--- src/rtl/band_scheduler_if.sv ---
// Datapath-side bus of band_scheduler: section handshake, operand, coefficients and result.
// master = scheduler, slave = shared biquad datapath.
interface band_scheduler_if #(
    parameter int size = 21
);
    logic              bq_start;
    logic              bq_done;
    logic [size-1:0]   bq_y;
    logic [size-1:0]   bq_u;
    logic [2:0]        sec;
    logic [size-1:0]   a1;
    logic [size-1:0]   a2;
    logic [size-1:0]   b0;
    logic [size-1:0]   b1;
    logic [size-1:0]   b2;

    modport master (
        output bq_start, bq_u, sec, a1, a2, b0, b1, b2,
        input  bq_done, bq_y
    );

    modport slave (
        input  bq_start, bq_u, sec, a1, a2, b0, b1, b2,
        output bq_done, bq_y
    );
endinterface

--- src/rtl/band_scheduler.sv ---
// Sequences six biquad sections (LP/HP per band) over one shared datapath per sample.
// Optional BQ_WDOG_EN adds a WAIT timeout of TMO cycles that aborts the frame and sets err.
module band_scheduler #(
    parameter int size = 21,
    parameter int pf   = 15,
    parameter int TMO  = 64
) (
    input  logic            clk,
    input  logic            rst,
    input  logic            EN,
    input  logic [size-1:0] u,
    band_scheduler_if.master bq,
    output logic [size-1:0] y1,
    output logic [size-1:0] y2,
    output logic [size-1:0] y3,
    output logic            valid,
    output logic            busy,
    output logic            ovr,
    output logic            err
);

    typedef enum logic [1:0] {
        S_IDLE,
        S_ISSUE,
        S_WAIT,
        S_DONE
    } state_e;

    state_e          state_q, state_d;
    logic [2:0]      sec_q, sec_d;
    logic [size-1:0] samp_q, samp_d;
    logic [size-1:0] chain_q, chain_d;
    logic [size-1:0] y1_q, y1_d;
    logic [size-1:0] y2_q, y2_d;
    logic [size-1:0] y3_q, y3_d;
    logic            ovr_q, ovr_d;
    logic            err_q, err_d;
    logic [104:0]    coef_w;

    // Configuration sanity term; pf is documentation-only for this block.
    logic cfg_unused;
    assign cfg_unused = (pf < size) ^ (TMO > 0);

`ifdef BQ_WDOG_EN
    localparam int unsigned CW = $clog2(TMO + 1);
    logic [CW-1:0] wdog_q, wdog_d;
`endif

    // Rows packed as {a1, a2, b0, b1, b2}, 21-bit two's complement.
    always_comb begin
        coef_w = '0;
        case (sec_q)
            3'd0: coef_w = {21'h00FAE1, 21'h1F850E, 21'h000007, 21'h00000D, 21'h000007};
            3'd1: coef_w = {21'h00FF7D, 21'h1F8083, 21'h007FBE, 21'h1F00FF, 21'h007FBE};
            3'd2: coef_w = {21'h00847B, 21'h1FD0EC, 21'h000AA5, 21'h001549, 21'h000AA5};
            3'd3: coef_w = {21'h00FAE1, 21'h1F850E, 21'h008000, 21'h1F0000, 21'h008000};
            3'd4: coef_w = {21'h1F345A, 21'h1FAB4D, 21'h006817, 21'h00D021, 21'h006817};
            3'd5: coef_w = {21'h00847B, 21'h1FD0EC, 21'h004CE4, 21'h1F6646, 21'h004CE4};
            default: coef_w = '0;
        endcase
    end

    always_comb begin
        state_d = state_q;
        sec_d   = sec_q;
        samp_d  = samp_q;
        chain_d = chain_q;
        y1_d    = y1_q;
        y2_d    = y2_q;
        y3_d    = y3_q;
        ovr_d   = ovr_q | (EN & (state_q != S_IDLE));
        err_d   = err_q;
`ifdef BQ_WDOG_EN
        wdog_d  = wdog_q;
`endif
        case (state_q)
            S_IDLE: begin
                if (EN) begin
                    samp_d  = u;
                    sec_d   = 3'd0;
                    state_d = S_ISSUE;
                end
            end
            S_ISSUE: begin
                state_d = S_WAIT;
`ifdef BQ_WDOG_EN
                wdog_d  = '0;
`endif
            end
            S_WAIT: begin
                if (bq.bq_done) begin
                    chain_d = bq.bq_y;
                    case (sec_q)
                        3'd1:    y1_d = bq.bq_y;
                        3'd3:    y2_d = bq.bq_y;
                        3'd5:    y3_d = bq.bq_y;
                        default: ;
                    endcase
                    if (sec_q == 3'd5) begin
                        state_d = S_DONE;
                    end else begin
                        sec_d   = sec_q + 3'd1;
                        state_d = S_ISSUE;
                    end
                end
`ifdef BQ_WDOG_EN
                else if ((wdog_q + CW'(1)) == CW'(TMO)) begin
                    state_d = S_IDLE;
                    err_d   = 1'b1;
                end else begin
                    wdog_d  = wdog_q + CW'(1);
                end
`endif
            end
            S_DONE: begin
                state_d = S_IDLE;
            end
            default: state_d = S_IDLE;
        endcase
    end

    always_ff @(posedge clk) begin
        if (!rst) begin
            state_q <= S_IDLE;
            sec_q   <= '0;
            samp_q  <= '0;
            chain_q <= '0;
            y1_q    <= '0;
            y2_q    <= '0;
            y3_q    <= '0;
            ovr_q   <= 1'b0;
            err_q   <= 1'b0;
        end else begin
            state_q <= state_d;
            sec_q   <= sec_d;
            samp_q  <= samp_d;
            chain_q <= chain_d;
            y1_q    <= y1_d;
            y2_q    <= y2_d;
            y3_q    <= y3_d;
            ovr_q   <= ovr_d;
            err_q   <= err_d;
        end
    end

`ifdef BQ_WDOG_EN
    always_ff @(posedge clk) begin
        if (!rst) begin
            wdog_q <= '0;
        end else begin
            wdog_q <= wdog_d;
        end
    end
    assign err = err_q;
`else
    logic err_unused;
    assign err_unused = err_q | err_d;
    assign err = 1'b0;
`endif

    // Even sections take the band input, odd sections chain from the preceding LP stage.
    assign bq.bq_u     = sec_q[0] ? chain_q : samp_q;
    assign bq.sec      = sec_q;
    assign bq.bq_start = (state_q == S_ISSUE);
    assign bq.a1       = size'(signed'(coef_w[104:84]));
    assign bq.a2       = size'(signed'(coef_w[83:63]));
    assign bq.b0       = size'(signed'(coef_w[62:42]));
    assign bq.b1       = size'(signed'(coef_w[41:21]));
    assign bq.b2       = size'(signed'(coef_w[20:0]));

    assign y1    = y1_q;
    assign y2    = y2_q;
    assign y3    = y3_q;
    assign valid = (state_q == S_DONE);
    assign busy  = (state_q != S_IDLE);
    assign ovr   = ovr_q;

endmodule

--- src/flat_wrapper.sv ---
// flat-port wrapper written by rule: the top's interface ports become plain ports
module band_scheduler_flat 
#(
    parameter int size = 21,
    parameter int pf   = 15,
    parameter int TMO  = 64
)
  (clk, rst, EN, u, y1, y2, y3, valid, busy, ovr, err, bq_bq_start, bq_bq_u, bq_sec, bq_a1, bq_a2, bq_b0, bq_b1, bq_b2, bq_bq_done, bq_bq_y);
  band_scheduler_if #(.size(size)) bq_i ();
  input  logic clk;
  input  logic rst;
  input  logic EN;
  input  logic [size-1:0] u;
  output logic [size-1:0] y1;
  output logic [size-1:0] y2;
  output logic [size-1:0] y3;
  output logic valid;
  output logic busy;
  output logic ovr;
  output logic err;
  output wire logic [$bits(bq_i.bq_start)-1:0] bq_bq_start;
  output wire logic [$bits(bq_i.bq_u)-1:0] bq_bq_u;
  output wire logic [$bits(bq_i.sec)-1:0] bq_sec;
  output wire logic [$bits(bq_i.a1)-1:0] bq_a1;
  output wire logic [$bits(bq_i.a2)-1:0] bq_a2;
  output wire logic [$bits(bq_i.b0)-1:0] bq_b0;
  output wire logic [$bits(bq_i.b1)-1:0] bq_b1;
  output wire logic [$bits(bq_i.b2)-1:0] bq_b2;
  input wire logic [$bits(bq_i.bq_done)-1:0] bq_bq_done;
  input wire logic [$bits(bq_i.bq_y)-1:0] bq_bq_y;
  assign bq_bq_start = bq_i.bq_start;
  assign bq_bq_u = bq_i.bq_u;
  assign bq_sec = bq_i.sec;
  assign bq_a1 = bq_i.a1;
  assign bq_a2 = bq_i.a2;
  assign bq_b0 = bq_i.b0;
  assign bq_b1 = bq_i.b1;
  assign bq_b2 = bq_i.b2;
  assign bq_i.bq_done = bq_bq_done;
  assign bq_i.bq_y = bq_bq_y;
  band_scheduler #(.size(size), .pf(pf), .TMO(TMO)) u_core (.clk(clk), .rst(rst), .EN(EN), .u(u), .bq(bq_i), .y1(y1), .y2(y2), .y3(y3), .valid(valid), .busy(busy), .ovr(ovr), .err(err));
endmodule
--- config.mk ---
export PLATFORM = sky130hd
export DESIGN_NAME = band_scheduler_flat
export DESIGN_NICKNAME = d
export VERILOG_FILES = /design/src/rtl/band_scheduler_if.sv /design/src/rtl/band_scheduler.sv /design/src/flat_wrapper.sv
export SDC_FILE = /design/constraint.sdc
export NUM_CORES = 1
export LEC_CHECK = 0
export CELL_PAD_IN_SITES_DETAIL_PLACEMENT = 2
export CELL_PAD_IN_SITES_GLOBAL_PLACEMENT = 2
export CORE_MARGIN = 2
export CORE_UTILIZATION = 22
export CTS_CLUSTER_DIAMETER = 200
export DETAILED_ROUTE_END_ITERATION = 10
export GPL_ROUTABILITY_DRIVEN = 0
export PLACE_DENSITY = 0.81
export SLEW_MARGIN = 0
export SYNTH_ARGS = -nofsm -noshare
export SYNTH_HDL_FRONTEND = slang
export SYNTH_SLANG_ARGS = --single-unit
--- constraint.sdc ---
create_clock -name clk -period 2.75 [get_ports clk]
set_input_delay 0.55 -clock clk [delete_from_list [all_inputs] [get_ports clk]]
set_output_delay 0.55 -clock clk [all_outputs]
set_load 0.01 [all_outputs]
==> qor.txt <==
design area = 0.007330 mm^2
HPWL after DPL = 13.55 mm
Via density = 4.407
first drt pass iteration count = 4
Die W = 154.6 um
Worst EP arrival = 2070 ps
CTS tree = done
Hold Path Cell Cnt = 2
via count = 4,570
pwr dens = 456.6 mW/mm^2
GRT overflow = 0
sequential area share after synthesis = 0.4451
max-slew violations = 0
Worst Max-Slew Pin Slew = 635.7 ps
Buffers on Ports = 229
final setup margin = 129.9 ps
vias in the first global route = 4,775
CTS buffer count = 9
ant diodes = 0
crit path time final = 2620 ps
Area contributors post-synth = dfxtp_1, buf_4, nand2_1
reg-to-reg slack, setup = 850 ps
Worst Path Required = 2200 ps
Max Cap Viol = 0
Yosys top cell area share = 0.4451
reg2reg end = u_core.y3[16]
antenna violations before repair = 0
layout cells sized above 1 = 0.1144
Yosys top cell by area = dfxtp_1
clock root cell = clkbuf_16
WHS Endpoint = u_core.samp_q[1]
setup TNS = 0 ps
final non-filler cell total = 1,037
worst reg-to-reg path cell count = 6
max incr delay on CP = 560 ps
core box area = 0.02243 mm^2
# setup viols final = 0
Post-Synthesis Cell Area = 0.004992 mm^2
share of the cycle needed by the critical path after routing = 0.9527
Starting Density = 0.2225
I/O pin count = 243
die outline area = 0.02391 mm^2
Post-Route WL = 17.56 mm
Die Span Y = 154.6 um
Cell Chain, Critical Path = inv_1 -> ha_4 -> buf_6 -> nand2_2 -> nand2b_1 -> clkdlybuf4s50_1
status = finished clean
CP Launch Type = flip-flop
clock sinks = 111
Hold Slack = 456.5 ps
Critical Path End Type = primary output
Placed Area = 0.006997 mm^2
min-delay src = u_core.samp_q[1]
reg-to-reg startpoint = u_core.bq.sec[1]
crit-path max FO = 9
Final nets = 798
first-pass GRT wire length = 26.82 mm
CTS Hold Bufs = 0
number of placement rows = 55
clk_skew = 8.528 ps
Synth cell types = 32
P_leak = 2.678 nW
Gate Count Post-Synth = 599
Worst IR Drop VDD = 0.0003762 V
Synth Register Bits = 111
Final Power = 3.347 mW
H-Tree Depth = 3
relative slew slack = 0.5754
Layout area overhead = 46.82%
Util after Layout = 0.3267
initial drt markers = 151
GRT Resource Usage Total = 0.1436
Skew-Pair Late Insertion Delay = 350 ps
DRC viols = 0
final hold viol count = 0
Avg Inst Size Synth = 8.334 um^2
hold crit path type = flip-flop to flip-flop
highest clock rate = 381.7 MHz
ANT nets after route = 0
worst setup path class = flip-flop to primary output
slowest CP cell = clkdlybuf4s50_1
Place WS = 167.0 ps
largest net degree at the start of global routing = 49
WL per Instance = 16.94 um
CTS max path bufs = 2
synth warn = 0
Worst-path clk slew = 80 ps
placed insts = 1,020
[state kept, by name, summed over array words and instances, names as in the netlist]
name,count
u_core.bq.sec,3
u_core.chain_q,21
u_core.ovr,1
u_core.samp_q,21
u_core.state_q,2
u_core.y1,21
u_core.y2,21
u_core.y3,21
[worst max-delay path by stage]
stage	start	endpoint	slack, ps
final	u_core.bq.sec[1]	bq_b0[1]	130
after global routing	u_core.bq.sec[1]	bq_b0[1]	-0.8
after CTS	u_core.bq.sec[1]	bq_a1[11]	5
after detailed placement	u_core.bq.sec[0]	bq_a2[17]	170
after global placement	u_core.bq.sec[0]	bq_a2[3]	280
after floorplan	u_core.bq.sec[0]	bq_a2[3]	80
[layer usage]
| metal | GRT usage | vias up | wire length [um] |
|---|---|---|---|
| met3 | 0.05576 | 10 | 1563 |
| met4 | 0.02822 | 0 | 143 |
| met1 | 0.1492 | 2198 | 6549 |
| li1 | - | 2184 | - |
| met2 | 0.2738 | 178 | 9306 |
| met5 | 0 | - | 0 |
[cell families (layout without fill, tap and decap cells)]
group                    count (synthesis)  count (layout)  synth area share
AO/OA/AOI/OAI                          115             115            0.1268
other                                    1              13         0.0007512
AND/OR/NAND/NOR                        213             213            0.1950
flip-flops                             111             111            0.4451
adder cells (fa/ha/maj)                  5               5           0.01253
buffers and inverters                  132             273            0.1704
multiplexers                            22              22           0.04937
[cell usage in the layout (no fill, tap or decap), types with 2 or more instances in the layout]
| master | n |
|---|---|
| buf_4 | 12 |
| clkbuf_16 | 9 |
| conb_1 | 13 |
| mux2_2 | 21 |
| o21ai_0 | 42 |
| nand3_1 | 67 |
| nand2b_1 | 5 |
| or2_2 | 3 |
| o21ai_2 | 13 |
| ha_1 | 2 |
| clkinvlp_4 | 2 |
| inv_1 | 9 |
| o32ai_1 | 2 |
| inv_2 | 4 |
| clkbuf_1 | 2 |
| nor2_1 | 4 |
| nand2_1 | 117 |
| o21ai_1 | 10 |
| a21oi_1 | 46 |
| dfxtp_1 | 110 |
| dlygate4sd2_1 | 14 |
| dlymetal6s2s_1 | 3 |
| ha_4 | 2 |
| clkdlybuf4s50_1 | 211 |
| nand2_2 | 4 |
| or3_1 | 2 |
| and2_1 | 2 |
| nand4_4 | 2 |
[cell usage after synthesis]
library cell	number
a21oi_1	47
a31oi_1	1
and2_1	2
and2b_4	1
and3b_1	1
buf_1	7
buf_2	14
buf_4	81
buf_6	4
clkbuf_1	10
clkbuf_2	3
conb_1	1
dfxtp_1	111
ha_1	5
inv_1	12
inv_2	1
mux2_2	21
mux2i_1	1
nand2_1	121
nand2_4	1
nand2b_1	5
nand3_1	68
nand4_1	1
nand4_4	2
nor2_1	5
nor2b_1	1
o21ai_0	43
o21ai_1	9
o21ai_2	13
o32ai_1	2
or2_2	3
or3_1	2
[critical path: cells and delay by family (launching register included)]
kind,cells,cell delay (ps)
simple gates,2,310
flops,1,350
buf+inv,3,860
fa+ha+maj,1,200
[power by group]
group,switching [mW],leakage [nW],internal (mW)
clock network,0.616,0.133,0.646
registers,0.0185,0.899,1.64
logic,0.219,1.65,0.211
[area by class of cell]
type	count	area [um^2]
sequential	111	2223
inverter	13	48.80
multi-input combinational	368	2018
timing repair inverter	1	7.507
clock buffer	12	246.5
clock inverter	4	30.03
timing repair buffer	243	2399
tap	285	356.6
fill	2559	15100
[timing repair]
| item | CTS | global route |
|---|---|---|
| setup endpoints to repair | 48 | 56 |
| cloned | 1 | 0 |
| gates resized for setup | 24 | 13 |
| pin swaps | 0 | 0 |
| hold endpoints to repair | 0 | 0 |
| buffers inserted | 0 | 0 |
Note: power is estimated with default switching activity, not from simulation.
